<file path="config.mk">
export PLATFORM = sky130hd
export DESIGN_NAME = mem_responder_flat
export DESIGN_NICKNAME = d
export VERILOG_FILES = /design/src/rtl/mem_responder_if.sv /design/src/rtl/mem_responder.sv /design/src/flat_wrapper.sv
export SDC_FILE = /design/constraint.sdc
export NUM_CORES = 2
export LEC_CHECK = 0
export ABC_AREA = 1
export BUFFER_PORTS_ARGS = -buffer_cell sky130_fd_sc_hd__buf_2
export CORE_AREA = 2 2 552 554
export CTS_CLUSTER_DIAMETER = 50
export DETAILED_ROUTE_END_ITERATION = 10
export DIE_AREA = 0 0 554 556
export PLACE_DENSITY = 0.49
export SYNTH_ARGS = -nofsm -noshare
export SYNTH_HDL_FRONTEND = slang
export SYNTH_SLANG_ARGS = --single-unit
</file>
<file path="constraint.sdc">
create_clock -name clk -period 13.77 [get_ports clk]
set_input_delay 0.6885 -clock clk [delete_from_list [all_inputs] [get_ports clk]]
set_output_delay 0.6885 -clock clk [all_outputs]
set_load 0.05 [all_outputs]
</file>
<file path="src/rtl/mem_responder_if.sv">
// Request/response channel between the controller/datapath and the memory responder.
interface mem_responder_if;
  logic        req_valid;
  logic        req_ready;
  logic        req_we;
  logic [1:0]  req_size;
  logic [31:0] req_addr;
  logic [31:0] req_wdata;
  logic        rsp_valid;
  logic [31:0] rsp_rdata;
  logic        rsp_err;

  modport master (
    output req_valid, req_we, req_size, req_addr, req_wdata,
    input  req_ready, rsp_valid, rsp_rdata, rsp_err
  );

  modport slave (
    input  req_valid, req_we, req_size, req_addr, req_wdata,
    output req_ready, rsp_valid, rsp_rdata, rsp_err
  );
endinterface

</file>
<file path="src/rtl/mem_responder.sv">
// Single-outstanding memory responder: accept, wait WAIT_CYCLES, access the word array,
// then pulse one response. Supports word, lb/lbu loads and word/byte stores.
module mem_responder #(
  parameter int unsigned DEPTH_WORDS = 64,
  parameter int unsigned WAIT_CYCLES = 2
) (
  input logic            clk,
  input logic            reset,
  mem_responder_if.slave bus
);

  localparam int unsigned AddrW = $clog2(DEPTH_WORDS);
  localparam logic [3:0] CntInit = (WAIT_CYCLES > 0) ? 4'(WAIT_CYCLES - 1) : 4'd0;

  typedef enum logic [1:0] {StIdle, StWait, StResp} state_e;

  state_e      state_q, state_d;
  logic [3:0]  cnt_q, cnt_d;
  logic        we_q;
  logic [1:0]  size_q;
  logic [31:0] addr_q, wdata_q;
  logic [31:0] rdata_q, rdata_d;
  logic        err_q, err_d;

  logic [31:0] mem_q [DEPTH_WORDS];

  logic             accept;
  logic             do_access;
  logic             acc_we;
  logic [1:0]       acc_size;
  logic [31:0]      acc_addr, acc_wdata;
  logic [AddrW-1:0] idx;
  logic [1:0]       lane;
  logic [31:0]      rd_word, wr_word;
  logic [7:0]       sel_byte;
  logic             acc_err;
  logic             mem_we;

  assign accept = bus.req_valid && bus.req_ready;

  // State register
  always_ff @(posedge clk) begin
    if (!reset) begin
      state_q <= StIdle;
      cnt_q   <= 4'd0;
      rdata_q <= 32'd0;
      err_q   <= 1'b0;
    end else begin
      state_q <= state_d;
      cnt_q   <= cnt_d;
      rdata_q <= rdata_d;
      err_q   <= err_d;
    end
  end

  always_ff @(posedge clk) begin
    if (accept) begin
      we_q    <= bus.req_we;
      size_q  <= bus.req_size;
      addr_q  <= bus.req_addr;
      wdata_q <= bus.req_wdata;
    end
  end

  // Next-state
  always_comb begin
    state_d = state_q;
    cnt_d   = cnt_q;
    unique case (state_q)
      StIdle: begin
        if (accept) begin
          state_d = (WAIT_CYCLES > 0) ? StWait : StResp;
          cnt_d   = CntInit;
        end
      end
      StWait: begin
        if (cnt_q == 4'd0) state_d = StResp;
        else               cnt_d   = cnt_q - 4'd1;
      end
      StResp:  state_d = StIdle;
      default: state_d = StIdle;
    endcase
  end

  // Outputs
  always_comb begin
    bus.req_ready = (state_q == StIdle) && reset;
    bus.rsp_valid = (state_q == StResp);
    bus.rsp_rdata = rdata_q;
    bus.rsp_err   = err_q;
  end

  // With zero wait states the access happens at the accept edge, so use live inputs there.
  always_comb begin
    if (state_q == StIdle) begin
      acc_we    = bus.req_we;
      acc_size  = bus.req_size;
      acc_addr  = bus.req_addr;
      acc_wdata = bus.req_wdata;
    end else begin
      acc_we    = we_q;
      acc_size  = size_q;
      acc_addr  = addr_q;
      acc_wdata = wdata_q;
    end
  end

  assign do_access = ((state_q == StWait) && (cnt_q == 4'd0)) ||
                     ((state_q == StIdle) && accept && (WAIT_CYCLES == 0));

  assign idx     = acc_addr[AddrW+1:2];
  assign lane    = acc_addr[1:0];
  assign rd_word = mem_q[idx];
  assign acc_err = (|acc_addr[31:AddrW+2]) || (acc_size == 2'b11) ||
                   ((acc_size == 2'b00) && (lane != 2'b00));
  assign mem_we  = do_access && acc_we && !acc_err;

  always_comb begin
    sel_byte = rd_word[7:0];
    wr_word  = rd_word;
    unique case (lane)
      2'd0: begin sel_byte = rd_word[7:0];   wr_word[7:0]   = acc_wdata[7:0]; end
      2'd1: begin sel_byte = rd_word[15:8];  wr_word[15:8]  = acc_wdata[7:0]; end
      2'd2: begin sel_byte = rd_word[23:16]; wr_word[23:16] = acc_wdata[7:0]; end
      2'd3: begin sel_byte = rd_word[31:24]; wr_word[31:24] = acc_wdata[7:0]; end
      default: ;
    endcase
    if (acc_size == 2'b00) wr_word = acc_wdata;
  end

  always_comb begin
    rdata_d = rdata_q;
    err_d   = err_q;
    if (do_access) begin
      err_d   = acc_err;
      rdata_d = 32'd0;
      if (!acc_err && !acc_we) begin
        unique case (acc_size)
          2'b00:   rdata_d = rd_word;
          2'b01:   rdata_d = {{24{sel_byte[7]}}, sel_byte};
          2'b10:   rdata_d = {24'd0, sel_byte};
          default: rdata_d = 32'd0;
        endcase
      end
    end
  end

  // Gated by reset so a reset landing on the access edge never commits a store.
  always_ff @(posedge clk) begin
    if (reset && mem_we) mem_q[idx] <= wr_word;
  end

endmodule

</file>
<file path="src/flat_wrapper.sv">
// flat-port wrapper written by rule: the top's interface ports become plain ports
module mem_responder_flat 
#(
  parameter int unsigned DEPTH_WORDS = 64,
  parameter int unsigned WAIT_CYCLES = 2
)
  (clk, reset, bus_req_valid, bus_req_we, bus_req_size, bus_req_addr, bus_req_wdata, bus_req_ready, bus_rsp_valid, bus_rsp_rdata, bus_rsp_err);
  mem_responder_if bus_i ();
  input logic clk;
  input logic reset;
  input wire logic [$bits(bus_i.req_valid)-1:0] bus_req_valid;
  input wire logic [$bits(bus_i.req_we)-1:0] bus_req_we;
  input wire logic [$bits(bus_i.req_size)-1:0] bus_req_size;
  input wire logic [$bits(bus_i.req_addr)-1:0] bus_req_addr;
  input wire logic [$bits(bus_i.req_wdata)-1:0] bus_req_wdata;
  output wire logic [$bits(bus_i.req_ready)-1:0] bus_req_ready;
  output wire logic [$bits(bus_i.rsp_valid)-1:0] bus_rsp_valid;
  output wire logic [$bits(bus_i.rsp_rdata)-1:0] bus_rsp_rdata;
  output wire logic [$bits(bus_i.rsp_err)-1:0] bus_rsp_err;
  assign bus_i.req_valid = bus_req_valid;
  assign bus_i.req_we = bus_req_we;
  assign bus_i.req_size = bus_req_size;
  assign bus_i.req_addr = bus_req_addr;
  assign bus_i.req_wdata = bus_req_wdata;
  assign bus_req_ready = bus_i.req_ready;
  assign bus_rsp_valid = bus_i.rsp_valid;
  assign bus_rsp_rdata = bus_i.rsp_rdata;
  assign bus_rsp_err = bus_i.rsp_err;
  mem_responder #(.DEPTH_WORDS(DEPTH_WORDS), .WAIT_CYCLES(WAIT_CYCLES)) u_core (.clk(clk), .reset(reset), .bus(bus_i));
endmodule
</file>
Word-level counts from Yosys, hierarchy flattened
Memory sizes are Yosys's and may differ from the RTL's.
Cells that the tools add are included.

cells by class
  $lt $le $gt $ge = 0
  shift-type cells = 0
  reductions and logical operators = 21
  muxes and demuxes = 20
  $mul = 0
  add/subtract/negate cells = 1
  div/mod/pow operators = 0
  bitwise logic cells = 0
  equal/unequal tests = 11

operators with widths
  operator               number
  $mux W32               4
  $pmux W32 S3           1
  $mux W8                4
  $pmux W8 S4            1
  $reduce_or A24 Y1      1
  $eq A2 B2 Y1 const B   5
  $logic_and A1 B1 Y1    8
  $mux W4                2
  $pmux W4 S2            1
  $eq A2 B1 Y1 const B   3
  $logic_not A2 Y1       3
  $mux W2                3
  $logic_not A4 Y1       1
  $ne A2 B1 Y1 const B   2
  $pmux W2 S2            1
  $reduce_bool A2 Y1     2
  $sub A4 B1 Y4 const B  1
  $mux W1                3
  $reduce_and A3 Y1      1
  $logic_not A1 Y1       2
  $logic_or A1 B1 Y1     2
  $ne A2 B2 Y1 const B   1
  $reduce_and A2 Y1      1

storage, ports and cells
  ROM bits = 0
  flip-flop bits (word level) = 106
  latch bits = 0
  memories = 1
  memory bits (writable) = 2,048
  logic and storage cells = 62

memories
  name          depth  width  read ports  clocked after memory_dff  wr ports  line                 source
  u_core.mem_q  64     32     1           0                         1         mem_responder.sv:25  logic [31:0] mem_q [DEPTH_WORDS];

Depth between registers and ports, before layout
  word-level depth = 10
  mapped depth = 22
  mapped depth without buffers = 20

Worst setup path after synthesis
OpenSTA, ideal clock, no wires.

  path kind = in2reg
  from = input port bus_req_addr[4]
  to = memory u_core.mem_q[0][21] (data pin)
  arrival = 4,700 ps
  slack = 8,369 ps
  stages on the path = 16
  buffers on the path = 2
  data required time = 13,068 ps
  setup time = 702 ps
  cell sequence = inv_1 nand2_1 nand2_1 nor2_1 buf_4 nand2_2 clkbuf_1 o22ai_1 nor2_1 nand3_1 nand2_1 nand2_1 nor2_1 and2_1 o21ai_0 o21ai_0

between the ends
  cells in the longest elaborated chain, start to end = 4

ends and longest elaborated chain
  element                 line                  source
  from (decl)             flat_wrapper.sv:14    input wire logic [$bits(bus_i.req_addr)-1:0] bus_req_addr;
  $mux W32                mem_responder.sv:95   if (state_q == StIdle) begin
  $mem_v2 Z64 W32         --
  $mux W8                 mem_responder.sv:121  unique case (lane)
  $mux W32                mem_responder.sv:128  if (acc_size == 2'b00) wr_word = acc_wdata;
  net u_core.wr_word[21]  mem_responder.sv:34   logic [31:0] rd_word, wr_word;
  to (decl)               mem_responder.sv:25

The timed path passes the listed nets, and every way through them passes these cells.

Worst setup path after layout
  from = register u_core.state_q[1]
  to = memory u_core.mem_q[52][25] (data pin)

between the ends
  cells in the longest elaborated chain, start to end = 5
  elaborated cells on any way between the ends = 9
  those cells by class = 1 x eq/ne; 5 x mux; 2 x reduce/logical; 1 x memory

ends and longest elaborated chain
  element                                                 line                  source
  from (decl)                                             mem_responder.sv:17   state_e state_q, state_d;
  from (signal assigned)                                  mem_responder.sv:44   state_q <= StIdle;
  from (signal assigned)                                  mem_responder.sv:49   state_q <= state_d;
  $logic_not A2 Y1 *                                      mem_responder.sv:95
  $mux W32                                                mem_responder.sv:95
  $mem_v2 Z64 W32 / $eq A2 B2 Y1 (equally long branches)  --
  $mux W8                                                 mem_responder.sv:121
  $mux W32 *                                              mem_responder.sv:128
  net u_core.wr_word[25]                                  mem_responder.sv:34

Mark *: on every way through the listed nets, which the timed path passes. The rest lies on a longest branch.

==> insert_results.sql <==
INSERT INTO impl_metrics (metric_group, metric, value, unit) VALUES
('synth', 'ys_async_sr_fraction', '0', '%'),
('sta', 'fmaxAchievable', '144', 'MHz'),
('clock_network', 'root_cell_of_the_clock_tree', 'clkbuf_16', ''),
('job', 'max_cap_viol_count', '1', ''),
('synth', 'synthesis.yosys.warnings', '0', ''),
('min_path', 'holdCritPathClass', 'primary input to register', ''),
('worst_setup_path', 'crit_path_start_kind', 'register', ''),
('placed_design', 'gp_weighted_congestion', '0.867', ''),
('floorplan', 'pin_count', '105', ''),
('clock_network', 'worst_setup_hold_path_clk_slew', '0.06', 'ns'),
('floorplan', 'rows', '202', ''),
('sta', 'finClkSkew', '0.0542', 'ns'),
('sta', 'accumulated_negative_setup_slack', '0', 'ns'),
('grt', 'globalRouteTotalUtil', '19.1', '%'),
('floorplan', 'die_area', '0.308', 'mm²'),
('pwr', 'vdd_ir_drop_max', '0.000107', 'V'),
('clock_network', 'cts_sinks', '2154', ''),
('synth', 'synthesis.area', '0.0843', 'mm²'),
('clock_network', 'worstSkewPairLatency', '0.88', 'ns'),
('clock_network', 'cts_tree', 'done', ''),
('route', 'detailedRoute.firstIterationViolations', '6879', ''),
('worst_setup_path', 'critical-path-top-cell-by-count', 'buf_4', ''),
('floorplan', 'start_util', '27.9', '%'),
('layout', 'final_nets', '7110', ''),
('worst_setup_path', 'crit_arrival', '7.54', 'ns'),
('sta', 'fin_crit', '6.93', 'ns'),
('run_status', 'status', 'finished, violations left', ''),
('worst_setup_path', 'crit_chain', 'nor2_4 -> buf_4 -> nand2_1 -> nand2_4 -> buf_4 -> nor2_4 -> buf_4 -> nand2_4 -> buf_4 -> buf_12 -> nor2_1 -> nor2_1 -> nand4_1 -> nand2_1 -> nand2_1 -> nor2_1 -> a21oi_1 -> o21ai_4 -> buf_4', ''),
('synth', 'yosys_reg_bits', '2154', ''),
('synth', 'yosysUniqueCellTypes', '38', ''),
('route', 'via_per_inst', '4.96', ''),
('grt', 'antenna_found_initial', '19', ''),
('clock_network', 'cts_buffers', '223', ''),
('floorplan', 'floorplan.core_area', '0.302', 'mm²'),
('clock_network', 'cts.htree.levels', '4', ''),
('sta', 'postLayoutSetupSlackWorst', '6.84', 'ns'),
('grt', 'grt_first_pass_wirelength', '418000', 'µm'),
('route', 'detail_route.wirelength', '301000', 'µm'),
('synth', 'syn_nets', '6864', ''),
('route', 'antenna_violating_nets_left', '0', ''),
('route', 'detail_route.drc_violations', '0', ''),
('sta', 'finalMaxSlewViolations', '0', ''),
('worst_setup_path', 'setup.worst_path.end_class', 'register', ''),
('layout', 'layout.cell_area.non_filler', '0.0984', 'mm²'),
('worst_setup_path', 'critPathMaxFanout', '83', ''),
('grt', 'first_global_vias', '53289', ''),
('worst_setup_path', 'critical_path.slowest_cell', 'o21ai_4', ''),
('synth', 'synthCells', '6793', ''),
('sta', 'timing.slew.headroom', '0.891', '%'),
('floorplan', 'dieWidth', '554', 'µm'),
('worst_setup_path', 'critical-path-max-stage-delay', '0.83', 'ns'),
('synth', 'yosys-top-cells-area', 'edfxtp_1, nand2_1, nor2_1', ''),
('placed_design', 'post_dp_cell_area', '0.0907', 'mm²'),
('route', 'post_drt_wl_per_cell', '26.9', 'µm'),
('sta', 'final-setup-viol-count', '0', ''),
('synth', 'synth.largest_area_cell', 'edfxtp_1', ''),
('sta', 'rsz_0062_raised_after_global_routing', 'no', ''),
('synth', 'synth_enable_flop_cells', '2115', ''),
('placed_design', 'place.detailed.hpwl', '166000', 'µm'),
('grt', 'maximum_number_of_pins_on_one_net_before_global_route_repair', '84', ''),
('worst_setup_path', 'timing.critical_path.required', '14.38', 'ns'),
('synth', 'dominantRegCellSynth', 'edfxtp_1', ''),
('synth', 'synth_top_area_share', '75.3', '%'),
('layout', 'drive_above_1_share', '10.4', '%'),
('run_status', 'failed_checks', 'max-capacitance violations', ''),
('placed_design', 'place_ws', '7.05', 'ns'),
('grt', 'grt-ovfl-total', '0', ''),
('route', 'num_vias', '55652', ''),
('layout', 'area.growth.synth_to_final', '16.7', '%'),
('pwr', 'power_density', '161', 'mW/mm²'),
('synth', 'seq_area_frac_synth', '76.3', '%'),
('worst_setup_path', 'criticalPathCategory', 'register to register', ''),
('sta', 'final_hold_viol_count', '0', ''),
('synth', 'synth.avg_cell_area', '12.4', 'µm²'),
('route', 'firstDrtPassIters', '5', ''),
('sta', 'worst_pin_slew', '1.47', 'ns'),
('pwr', 'leakage', '34.6', 'nW'),
('sta', 'fin_crit_sh', '50.3', '%'),
('clock_network', 'cts-root-to-sink-buffers', '3', ''),
('pwr', 'power.total', '0.0159', 'W'),
('placed_design', 'number_of_i_o_port_buffers', '104', ''),
('floorplan', 'floorplan_die_height', '556', 'µm');
## path summary, 6_finish.rpt
check	from	endpoint	slack [ns]	depth (start not counted)
setup / recovery	u_core.state_q[1]	u_core.mem_q[52][25]	6.84	19
hold / removal	bus_req_wdata[3]	u_core.wdata_q[3]	0.05	1
setup reg to reg	u_core.state_q[1]	u_core.mem_q[52][25]	6.84	19
hold reg to reg	u_core.bus.rsp_rdata[6]	u_core.bus.rsp_rdata[6]	0.46	2
## critical path: cells and delay by family, from the launching register on
| family | cells | cell delay, ns |
|---|---|---|
| buffers and inverters | 6 | 2.99 |
| and+or+nand+nor | 11 | 2.13 |
| AOI/OAI and AO/OA | 2 | 0.96 |
| DFF | 1 | 0.38 |
## repair_timing
item,CTS,global route
resized for setup,0,0
endpoints found under the hold margin,58,0
hold buffers,58,0
buffers inserted,0,0
## metal layers
| layer | vias to the layer above | global-route usage [%] | wire (µm) |
|---|---|---|---|
| met2 | 2564 | 29.9 | 136000 |
| met4 | 4 | 7.83 | 13100 |
| met3 | 477 | 3.38 | 25600 |
| met5 | - | 0 | 30 |
| met1 | 28294 | 26.0 | 127000 |
| li1 | 24313 | - | - |
## cell usage after synthesis, types with 3 or more instances
cell type	instances
or2_2	3
o21ai_1	43
dfxtp_1	39
buf_4	39
inv_2	8
nor3_2	7
nand3_1	136
buf_1	32
nand4_1	65
nand2_1	1700
buf_2	178
clkbuf_1	74
nor3_1	8
nand2_2	8
nand3b_1	6
mux2i_1	10
nor2_1	1324
nor4_1	8
and2_1	5
a31o_2	3
o21bai_1	3
o22ai_1	423
edfxtp_1	2115
nand2_4	3
o22a_1	10
a21oi_1	84
buf_6	8
o21ai_0	213
inv_1	227
## power by group
| group | internal, W | switching (W) | leakage (nW) | total [W] |
|---|---|---|---|---|
| logic | 0.000387 | 0.00178 | 11.8 | 0.00217 |
| clock network | 0.00334 | 0.00262 | 3.47 | 0.00596 |
| registers | 0.00775 | 0.00000455 | 19.3 | 0.00775 |
| total | 0.0115 | 0.00440 | 34.6 | 0.0159 |
## metrics by stage
| step | instances | hold WS, ns | utilization [%] |
|---|---|---|---|
| floorplan | 6793 | 0.449 | - |
| global placement | 10733 | 0.455 | 30.0 |
| detailed placement | 10734 | 0.455 | 30.0 |
| CTS | 11207 | 0.00507 | 32.6 |
| global route | 11208 | 0.00992 | 32.6 |
| finish | 11210 | 0.0545 | 32.6 |
## final cells by class
class	count	area (µm²)
timing repair buffer	352	2620
sequential	2154	64300
multi-input combinational	4072	18500
fill	29819	204000
tap	3978	4980
clock inverter	132	1250
inverter	236	888
clock buffer	283	5880
antenna	3	7.51
## cells by family (layout without fill, tap and decap cells)
group                    count (synthesis)  count (layout)  synth area share, %
other                                    0               3                    0
adder cells (fa/ha/maj)                  1               1               0.0148
AO/OA/AOI/OAI                          785             785                 5.37
multiplexers                            10              10                0.119
buffers and inverters                  567            1003                 3.03
AND/OR/NAND/NOR                       3276            3276                 15.2
flip-flops                            2154            2154                 76.3
## state kept, by name (all words and copies together) (netlist names)
signal / flops
u_core.addr_q: 32
u_core.bus.rsp_err: 1
u_core.size_q: 2
u_core.cnt_q: 4
u_core.we_q: 1
u_core.mem_q: 2048
u_core.bus.rsp_rdata: 32
u_core.state_q: 2
u_core.wdata_q: 32
## placed cells by master (no fill, tap or decap), types with 39 or more instances in the layout
cell,n
edfxtp_1,2115
nand2_1,1694
nor2_1,1253
o22ai_1,423
inv_1,226
clkbuf_16,224
o21ai_0,184
buf_4,182
nand3_1,136
buf_2,104
a21oi_1,84
nor2_4,67
nand4_1,65
dlygate4sd3_1,58
clkinv_1,54
clkbuf_1,54
o21ai_1,42
dfxtp_1,39
Power figures use the tool's default switching activity.
